--- src/rtl/seq_isqrt_if.sv ---
// seq_isqrt_if: operand/result handshake bundle for the sequential square-root unit.
interface seq_isqrt_if #(parameter int IN_WIDTH = 32);
  logic                  in_valid;
  logic                  in_ready;
  logic [IN_WIDTH-1:0]   in_data;
  logic                  out_valid;
  logic                  out_ready;
  logic [IN_WIDTH/2-1:0] out_root;
  logic [IN_WIDTH/2:0]   out_rem;
  logic                  busy;
  modport master (output in_valid, in_data, out_ready, input in_ready, out_valid, out_root, out_rem, busy);
  modport slave (input in_valid, in_data, out_ready, output in_ready, out_valid, out_root, out_rem, busy);
endinterface

--- src/rtl/seq_isqrt.sv ---
// seq_isqrt: digit-by-digit unsigned integer square root, one root bit per clock.
module seq_isqrt #(parameter int IN_WIDTH = 32) (
  input logic        clk,
  input logic        rst_n,
  seq_isqrt_if.slave io
);
  localparam int ROOT_W = IN_WIDTH / 2;
  localparam int REM_W = ROOT_W + 1;
  localparam int CW = $clog2(ROOT_W);
  if (IN_WIDTH % 2 != 0 || IN_WIDTH < 4) begin : g_bad_width
    $error("seq_isqrt: IN_WIDTH must be even and at least 4");
  end
  typedef enum logic [1:0] {IDLE, CALC, DONE} state_t;
  state_t state, state_nx;
  logic [CW-1:0] cnt, cnt_nx;
  logic [IN_WIDTH-1:0] sr, sr_nx, op, op_nx;
  logic [ROOT_W-1:0] root, root_nx;
  logic [REM_W-1:0] rem, rem_nx;
  logic [REM_W+1:0] rem_sh, trial, diff;
  logic ge;
  always_comb begin
    rem_sh = {rem, sr[IN_WIDTH-1 -: 2]};
    trial = (REM_W+2)'({root, 2'b01});
    diff = rem_sh - trial;
    ge = rem_sh >= trial;
    state_nx = state;
    cnt_nx = cnt;
    sr_nx = sr;
    op_nx = op;
    root_nx = root;
    rem_nx = rem;
    case (state)
      IDLE: if (io.in_valid) begin
        state_nx = CALC;
        sr_nx = io.in_data;
        op_nx = io.in_data;
        root_nx = '0;
        rem_nx = '0;
        cnt_nx = CW'(ROOT_W - 1);
      end
      CALC: begin
        sr_nx = sr << 2;
        root_nx = {root[ROOT_W-2:0], ge};
        rem_nx = REM_W'(ge ? diff : rem_sh);
        cnt_nx = cnt - CW'(1);
        state_nx = cnt == '0 ? DONE : CALC;
      end
      DONE: state_nx = io.out_ready ? IDLE : DONE;
      default: state_nx = IDLE;
    endcase
  end
  always_ff @(posedge clk or negedge rst_n)
    if (!rst_n) begin
      state <= IDLE;
      cnt <= '0;
      sr <= '0;
      op <= '0;
      root <= '0;
      rem <= '0;
    end else begin
      state <= state_nx;
      cnt <= cnt_nx;
      sr <= sr_nx;
      op <= op_nx;
      root <= root_nx;
      rem <= rem_nx;
    end
  assign io.in_ready = state == IDLE;
  assign io.out_valid = state == DONE;
  assign io.busy = state != IDLE;
  assign io.out_root = root;
  assign io.out_rem = rem;
  // op is kept only so the result can be cross-checked against the original radicand
  a_rem_bound: assert property (@(posedge clk) disable iff (!rst_n) io.out_valid |-> rem <= {root, 1'b0});
  a_exact: assert property (@(posedge clk) disable iff (!rst_n) io.out_valid |->
    (IN_WIDTH+1)'(root) * (IN_WIDTH+1)'(root) + (IN_WIDTH+1)'(rem) == (IN_WIDTH+1)'(op));
  a_hold: assert property (@(posedge clk) disable iff (!rst_n) io.out_valid && !io.out_ready |=>
    $stable(root) && $stable(rem));
endmodule

--- src/flat_wrapper.sv ---
// flat-port wrapper written by rule: the top's interface ports become plain ports
module seq_isqrt_flat 
#(parameter int IN_WIDTH = 32)
  (clk, rst_n, io_in_valid, io_in_data, io_out_ready, io_in_ready, io_out_valid, io_out_root, io_out_rem, io_busy);
  seq_isqrt_if #(.IN_WIDTH(IN_WIDTH)) io_i ();
  input logic clk;
  input logic rst_n;
  input wire logic [$bits(io_i.in_valid)-1:0] io_in_valid;
  input wire logic [$bits(io_i.in_data)-1:0] io_in_data;
  input wire logic [$bits(io_i.out_ready)-1:0] io_out_ready;
  output wire logic [$bits(io_i.in_ready)-1:0] io_in_ready;
  output wire logic [$bits(io_i.out_valid)-1:0] io_out_valid;
  output wire logic [$bits(io_i.out_root)-1:0] io_out_root;
  output wire logic [$bits(io_i.out_rem)-1:0] io_out_rem;
  output wire logic [$bits(io_i.busy)-1:0] io_busy;
  assign io_i.in_valid = io_in_valid;
  assign io_i.in_data = io_in_data;
  assign io_i.out_ready = io_out_ready;
  assign io_in_ready = io_i.in_ready;
  assign io_out_valid = io_i.out_valid;
  assign io_out_root = io_i.out_root;
  assign io_out_rem = io_i.out_rem;
  assign io_busy = io_i.busy;
  seq_isqrt #(.IN_WIDTH(IN_WIDTH)) u_core (.clk(clk), .rst_n(rst_n), .io(io_i));
endmodule
--- config.mk ---
export PLATFORM = sky130hd
export DESIGN_NAME = seq_isqrt_flat
export DESIGN_NICKNAME = d
export VERILOG_FILES = /design/src/rtl/seq_isqrt_if.sv /design/src/rtl/seq_isqrt.sv /design/src/flat_wrapper.sv
export SDC_FILE = /design/constraint.sdc
export NUM_CORES = 1
export LEC_CHECK = 0
export CORE_ASPECT_RATIO = 1.1
export CORE_MARGIN = 8
export CORE_UTILIZATION = 41
export DETAILED_ROUTE_END_ITERATION = 8
export DONT_BUFFER_PORTS = 1
export PLACE_DENSITY = 0.53
export REMOVE_ABC_BUFFERS = 1
export SYNTH_ARGS = -nofsm -noshare
export SYNTH_HDL_FRONTEND = slang
export SYNTH_SLANG_ARGS = --single-unit
--- constraint.sdc ---
create_clock -name clk -period 3.15 [get_ports clk]
set_input_delay 0.4725 -clock clk [delete_from_list [all_inputs] [get_ports clk]]
set_output_delay 0.4725 -clock clk [all_outputs]
set_load 0.01 [all_outputs]
## Word level (Yosys, flattened, before mapping)

Cells that the tools add are included.

- Output and inout port bits: 36
- Bits of input ports: 36
- Register bits: 71
- Word-level logic and storage cells: 29

- $lt $le $gt $ge: 1
- Eq/ne operators: 3
- Reduce and logical (&&, ||, !) cells: 5
- Multiplexer cells: 13
- Add/subtract/negate cells: 2

Operators with widths:

| kind | number |
|---|---|
| case mux 32 bit (2 select lines) | 1 |
| two-way mux 17 bit | 2 |
| case mux 17 bit (2 select lines) | 1 |
| two-way mux 32 bit | 1 |
| case mux 16 bit (2 select lines) | 1 |
| >= comparator 19 x 18 -> 1 bit | 1 |
| subtractor 17 bit | 1 |
| two-way mux 16 bit | 1 |
| case mux 4 bit (2 select lines) | 1 |
| two-way mux 2 bit | 3 |
| case mux 2 bit (3 select lines) | 1 |
| zero test 4 bit | 1 |
| two-way mux 4 bit | 1 |
| nonzero test 2 bit | 2 |
| subtractor 4 x 1 -> 4 bit, second input constant | 1 |
| == test 2 x 1 -> 1 bit, second input constant | 1 |
| == test 2 bit, second input constant | 1 |
| zero test 2 bit | 1 |
| inequality test 2 bit, second input constant | 1 |
| AND reduction 2 bit | 1 |

## Logic depth before layout (Yosys ltp)

- Depth in word-level cells: 3
- Depth in mapped cells: 11
- Mapped depth without buffers: 9

## Worst setup path after synthesis

Ideal clock, no wire load.

- Path kind: reg-to-reg
- From: reg u_core.rem[6], in the netlist u_core.io.out_rem[6]
- To: reg u_core.rem[2], in the netlist u_core.io.out_rem[2]
- Slack: 700 ps
- Arrival: 2318 ps
- Setup time: 132 ps
- Required time: 3018 ps
- Cell stages (with the launch flop): 10
- Path buffers: 1
- Clock period less this slack: 2450 ps
- Cell sequence: dfrtp_1 ha_1 a21o_1 a21bo_1 a41oi_2 o31ai_4 a41oi_4 buf_6 mux2i_1 o21ai_1

- Longest elaborated chain between the ends: 3

Ends and longest elaborated chain:

| element | RTL line | text |
|---|---|---|
| from (decl) | seq_isqrt.sv:18 | `logic [REM_W-1:0] rem, rem_nx;` |
| from (signal assigned) | seq_isqrt.sv:66 | `rem <= rem_nx;` |
| >= comparator 19 x 18 -> 1 bit | seq_isqrt.sv:25 | `ge = rem_sh >= trial;` |
| two-way mux 17 bit | seq_isqrt.sv:44 | `rem_nx = REM_W'(ge ? diff : rem_sh);` |
| case mux 17 bit (2 select lines) | seq_isqrt.sv:32 | `case (state)` |

Every way passes these cells.
A chain may end at the register's enable or synchronous reset.

## Final worst setup path

- From: reg u_core.rem[8], in the netlist u_core.io.out_rem[8]
- To: reg u_core.rem[7], in the netlist u_core.io.out_rem[7]

Same word-level chain as after synthesis.

==> results.py <==
metrics = {
    "run_status": {
        "status": "finished, violations left",
        "violations": "negative hold slack",
    },
    "logic_synthesis": {
        "ys_seq_area_share_pct": 43.6,
        "syn_area_per_cell_um2": 9.29,
        "ys_warn_count": 0,
        "synth_cell_types": 47,
        "ys_ff_latch": 71,
        "syn_inst": 439,
        "syn_area_um2": 4080,
    },
    "global_routing": {
        "grt_usage_pct": 16.1,
        "grt-ovfl-total": 0,
        "grt_antenna_before_repair": 0,
        "grt_start_max_net_pins": 72,
        "grt_pass1_vias": 3386,
        "grt_pass1_wl_um": 17900,
    },
    "final_layout": {
        "diodes": 0,
        "final_nets": 484,
        "fillers": 979,
        "regArea_um2": 1780,
        "fin_util_pct": 44.9,
        "drive_above_1_share_pct": 6.91,
        "multi_input_area_um2": 2100,
        "instances_no_fill": 554,
        "area_delta_synth_final_pct": 7.76,
    },
    "setup_path": {
        "crit_fanout": 18,
        "endpoint_kind": "flip-flop",
        "r2r_slack_ns": 0.51,
        "cp-start-kind": "flip-flop",
        "cpPeakStageDelay_ns": 0.46,
        "critical_path_class": "flip-flop to flip-flop",
        "cp_data_required_time_ns": 3.38,
        "critPathArrivalTime_ns": 2.86,
        "path_cells": "ha_1 > a21oi_1 > a21bo_1 > a41oi_2 > o31ai_4 > a41oi_4 > buf_4 > mux2i_1 > o21ai_1",
        "cp_slowest_cell": "dfrtp_1",
    },
    "sta": {
        "fmax_mhz": 379,
        "fin_setup_tns_ns": 0,
        "worst_pin_slew_ns": 0.856,
        "whs_ns": -0.0118,
        "rsz0062_at_grt": "no",
        "fin_crit_sh_pct": 83.7,
        "skew_ns": 0.00902,
        "relSlewSlack_pct": 43.0,
        "setup-violations-final": 0,
        "post-route-min-period_ns": 2.64,
        "hold_violations": 16,
        "finalWorstSetupSlack_ns": 0.513,
        "drv_slew": 0,
    },
    "placement": {
        "hpwlAfterDp_um": 7230,
        "preCtsSetupSlack_ns": 0.528,
        "dp_cells": 537,
        "gp_congestion": 0.839,
        "io_buffer_count": 0,
    },
    "floorplan": {
        "core_area_um2": 9790,
        "start_util_pct": 41.6,
        "die-area_um2": 13400,
        "ioPinCount": 72,
        "die_h_um": 121,
        "num_rows": 38,
        "die_w_um": 111,
    },
    "routing": {
        "routed.top_layer": "met4",
        "antenna_left": 0,
        "route.vias.total": 3316,
        "wl_per_cell_um": 19.2,
        "vias_per_cell": 5.99,
        "drtPass1Iterations": 5,
        "wl_met3_um": 757,
        "met2_length_um": 5210,
        "drc": 0,
        "met1Wirelength_um": 4570,
        "drt_iter0_markers": 128,
        "totalWireLength_um": 10700,
    },
    "power_and_ir_drop": {
        "p_leak_uw": 0.00183,
        "ir_drop_uv": 462,
        "p_per_area_nw_per_um2": 1340,
    },
    "min_path": {
        "min_path_type": "input pin to asynchronous set/reset pin",
    },
    "cts": {
        "cts_buffers": 9,
        "cts_resized": 0,
        "worstSkewPairLatency_ns": 0.35,
        "cts_root_buffer": "clkbuf_8",
        "cts.reportedPaths.clkPinSlew_ns": 0.08,
        "cts.path.max_buffers": 2,
        "htreeDepth": 3,
        "cts.sinks": 71,
        "cts_tree": "done",
    },
    "job": {
        "drv_cap": 0,
    },
}
metal layers:
layer | track usage [%] | vias up
li1 | - | 1587
met1 | 19.1 | 1637
met2 | 26.5 | 81
met3 | 5.84 | 11
met4 | 5.59 | 0
met5 | 0 | -
kinds of logic (layout without fill, tap and decap cells):
family                     count (synthesis)  in the layout  share of synthesized area [%]
adders and majority gates                 19             19                           5.83
AOI/OAI and AO/OA                        183            183                           28.9
DFF                                       71             71                           43.6
xor gates and xnor gates                  14             14                           3.01
buffers and inverters                     53             48                           5.09
muxes                                      5              5                           1.23
and+or+nand+nor                           94             94                           12.4
path summary, 6_finish.rpt:
check                                startpoint               endpoint  cells past startpoint
max in group asynchronous                 rst_n           u_core.sr[1]                      1
min                                       rst_n  u_core.io.out_root[4]                      1
max                        u_core.io.out_rem[8]   u_core.io.out_rem[7]                      9
max reg2reg                u_core.io.out_rem[8]   u_core.io.out_rem[7]                      9
min in group clk                   io_out_ready        u_core.state[1]                      2
min reg2reg                        u_core.sr[1]           u_core.sr[1]                      2
metrics by stage:
stage	hold WS, ns	area (µm²)	power, µW
floorplan	0.177	3960	4290
global placement	0.179	4180	5120
global route	0.0144	4390	6410
detailed placement	0.179	4180	5160
CTS	0.00587	4390	5930
finish	-0.0118	4390	5870
power breakdown:
group	switching (µW)	leakage, µW	internal [µW]
clock	345	0.000100	384
combinational	1900	0.000836	1410
sequential	494	0.000898	1330
total	2740	0.00183	3130
worst max-delay path: cells and delay by family, from the launching register on:
kind	cells	cell delay, ns
mux	1	0.23
buf+inv	1	0.27
fa+ha+maj	1	0.40
flops	1	0.46
compound gates	6	1.15
cell type report:
class                   count  share of cell area [%]
multi-input cells         315                    47.9
inverters                  23                    1.96
well taps                 120                    3.42
clock inverters             4                    1.03
repair buffers              9                    1.99
clock buffers              12                    3.30
flip-flops and latches     71                    40.4
placed cells by master, fill, tap and decap left out, drive strengths merged, types with 2 or more instances in the layout:
master,netlist,layout
a41oi,2,2
nand2,22,22
a32oi,7,7
a22oi,31,31
o31ai,3,3
and3,2,2
nor2,8,8
nand2b,7,7
buf,2,9
nand3b,2,2
xnor2,10,10
nand4,3,3
a21oi,46,46
nor2b,33,33
mux2i,5,5
and2,2,2
o22ai,15,15
o21ai,53,53
o211ai,4,4
xor2,4,4
nor3,4,4
dfrtp,71,71
a21o,3,3
inv,23,23
clkinv,0,3
o21a,2,2
o311ai,5,5
a2bb2oi,2,2
or2,2,2
clkbuf,28,12
ha,19,19
nand3,7,7
state kept, by name, indices dropped and copies added, names as in the netlist:
register,flops
u_core.io.out_rem,17
u_core.state,2
u_core.cnt,4
u_core.io.out_root,16
u_core.sr,32
cells in the mapped netlist, drive strengths merged:
cell | count | area [µm²]
inv | 23 | 86.3
xnor2 | 10 | 87.6
o2bb2ai | 1 | 8.76
o41ai | 1 | 8.76
clkbuf | 28 | 105
nand3b | 2 | 15.0
o311ai | 5 | 43.8
a221oi | 1 | 8.76
buf | 2 | 16.3
a21oi | 46 | 230
mux2i | 5 | 50.1
a211o | 1 | 8.76
a221o | 1 | 10.0
nand2b | 7 | 43.8
o21bai | 1 | 7.51
o211ai | 4 | 30.0
a22oi | 31 | 233
a41oi | 2 | 43.8
dfrtp | 71 | 1780
and2 | 2 | 12.5
o21a | 2 | 15.0
a2bb2oi | 2 | 17.5
ha | 19 | 238
nor4b | 1 | 8.76
a31oi | 1 | 6.26
nor4 | 1 | 6.26
xor2 | 4 | 35.0
a32oi | 7 | 61.3
nor2b | 33 | 206
or2 | 2 | 12.5
a32o | 1 | 10.0
a211oi | 1 | 7.51
nand4 | 3 | 18.8
nor3 | 4 | 20.0
o21ai | 53 | 265
a21bo | 1 | 10.0
o22ai | 15 | 93.8
nor2 | 8 | 30.0
nand2 | 22 | 82.6
and3 | 2 | 12.5
a21o | 3 | 22.5
o31ai | 3 | 36.3
nand3 | 7 | 35.0
timing repair:
item | in CTS | in global routing
buffers inserted | 0 | 0
hold buffers | 1 | 0
endpoints found under the hold margin | 71 | 0
Power figures use the tool's default switching activity.
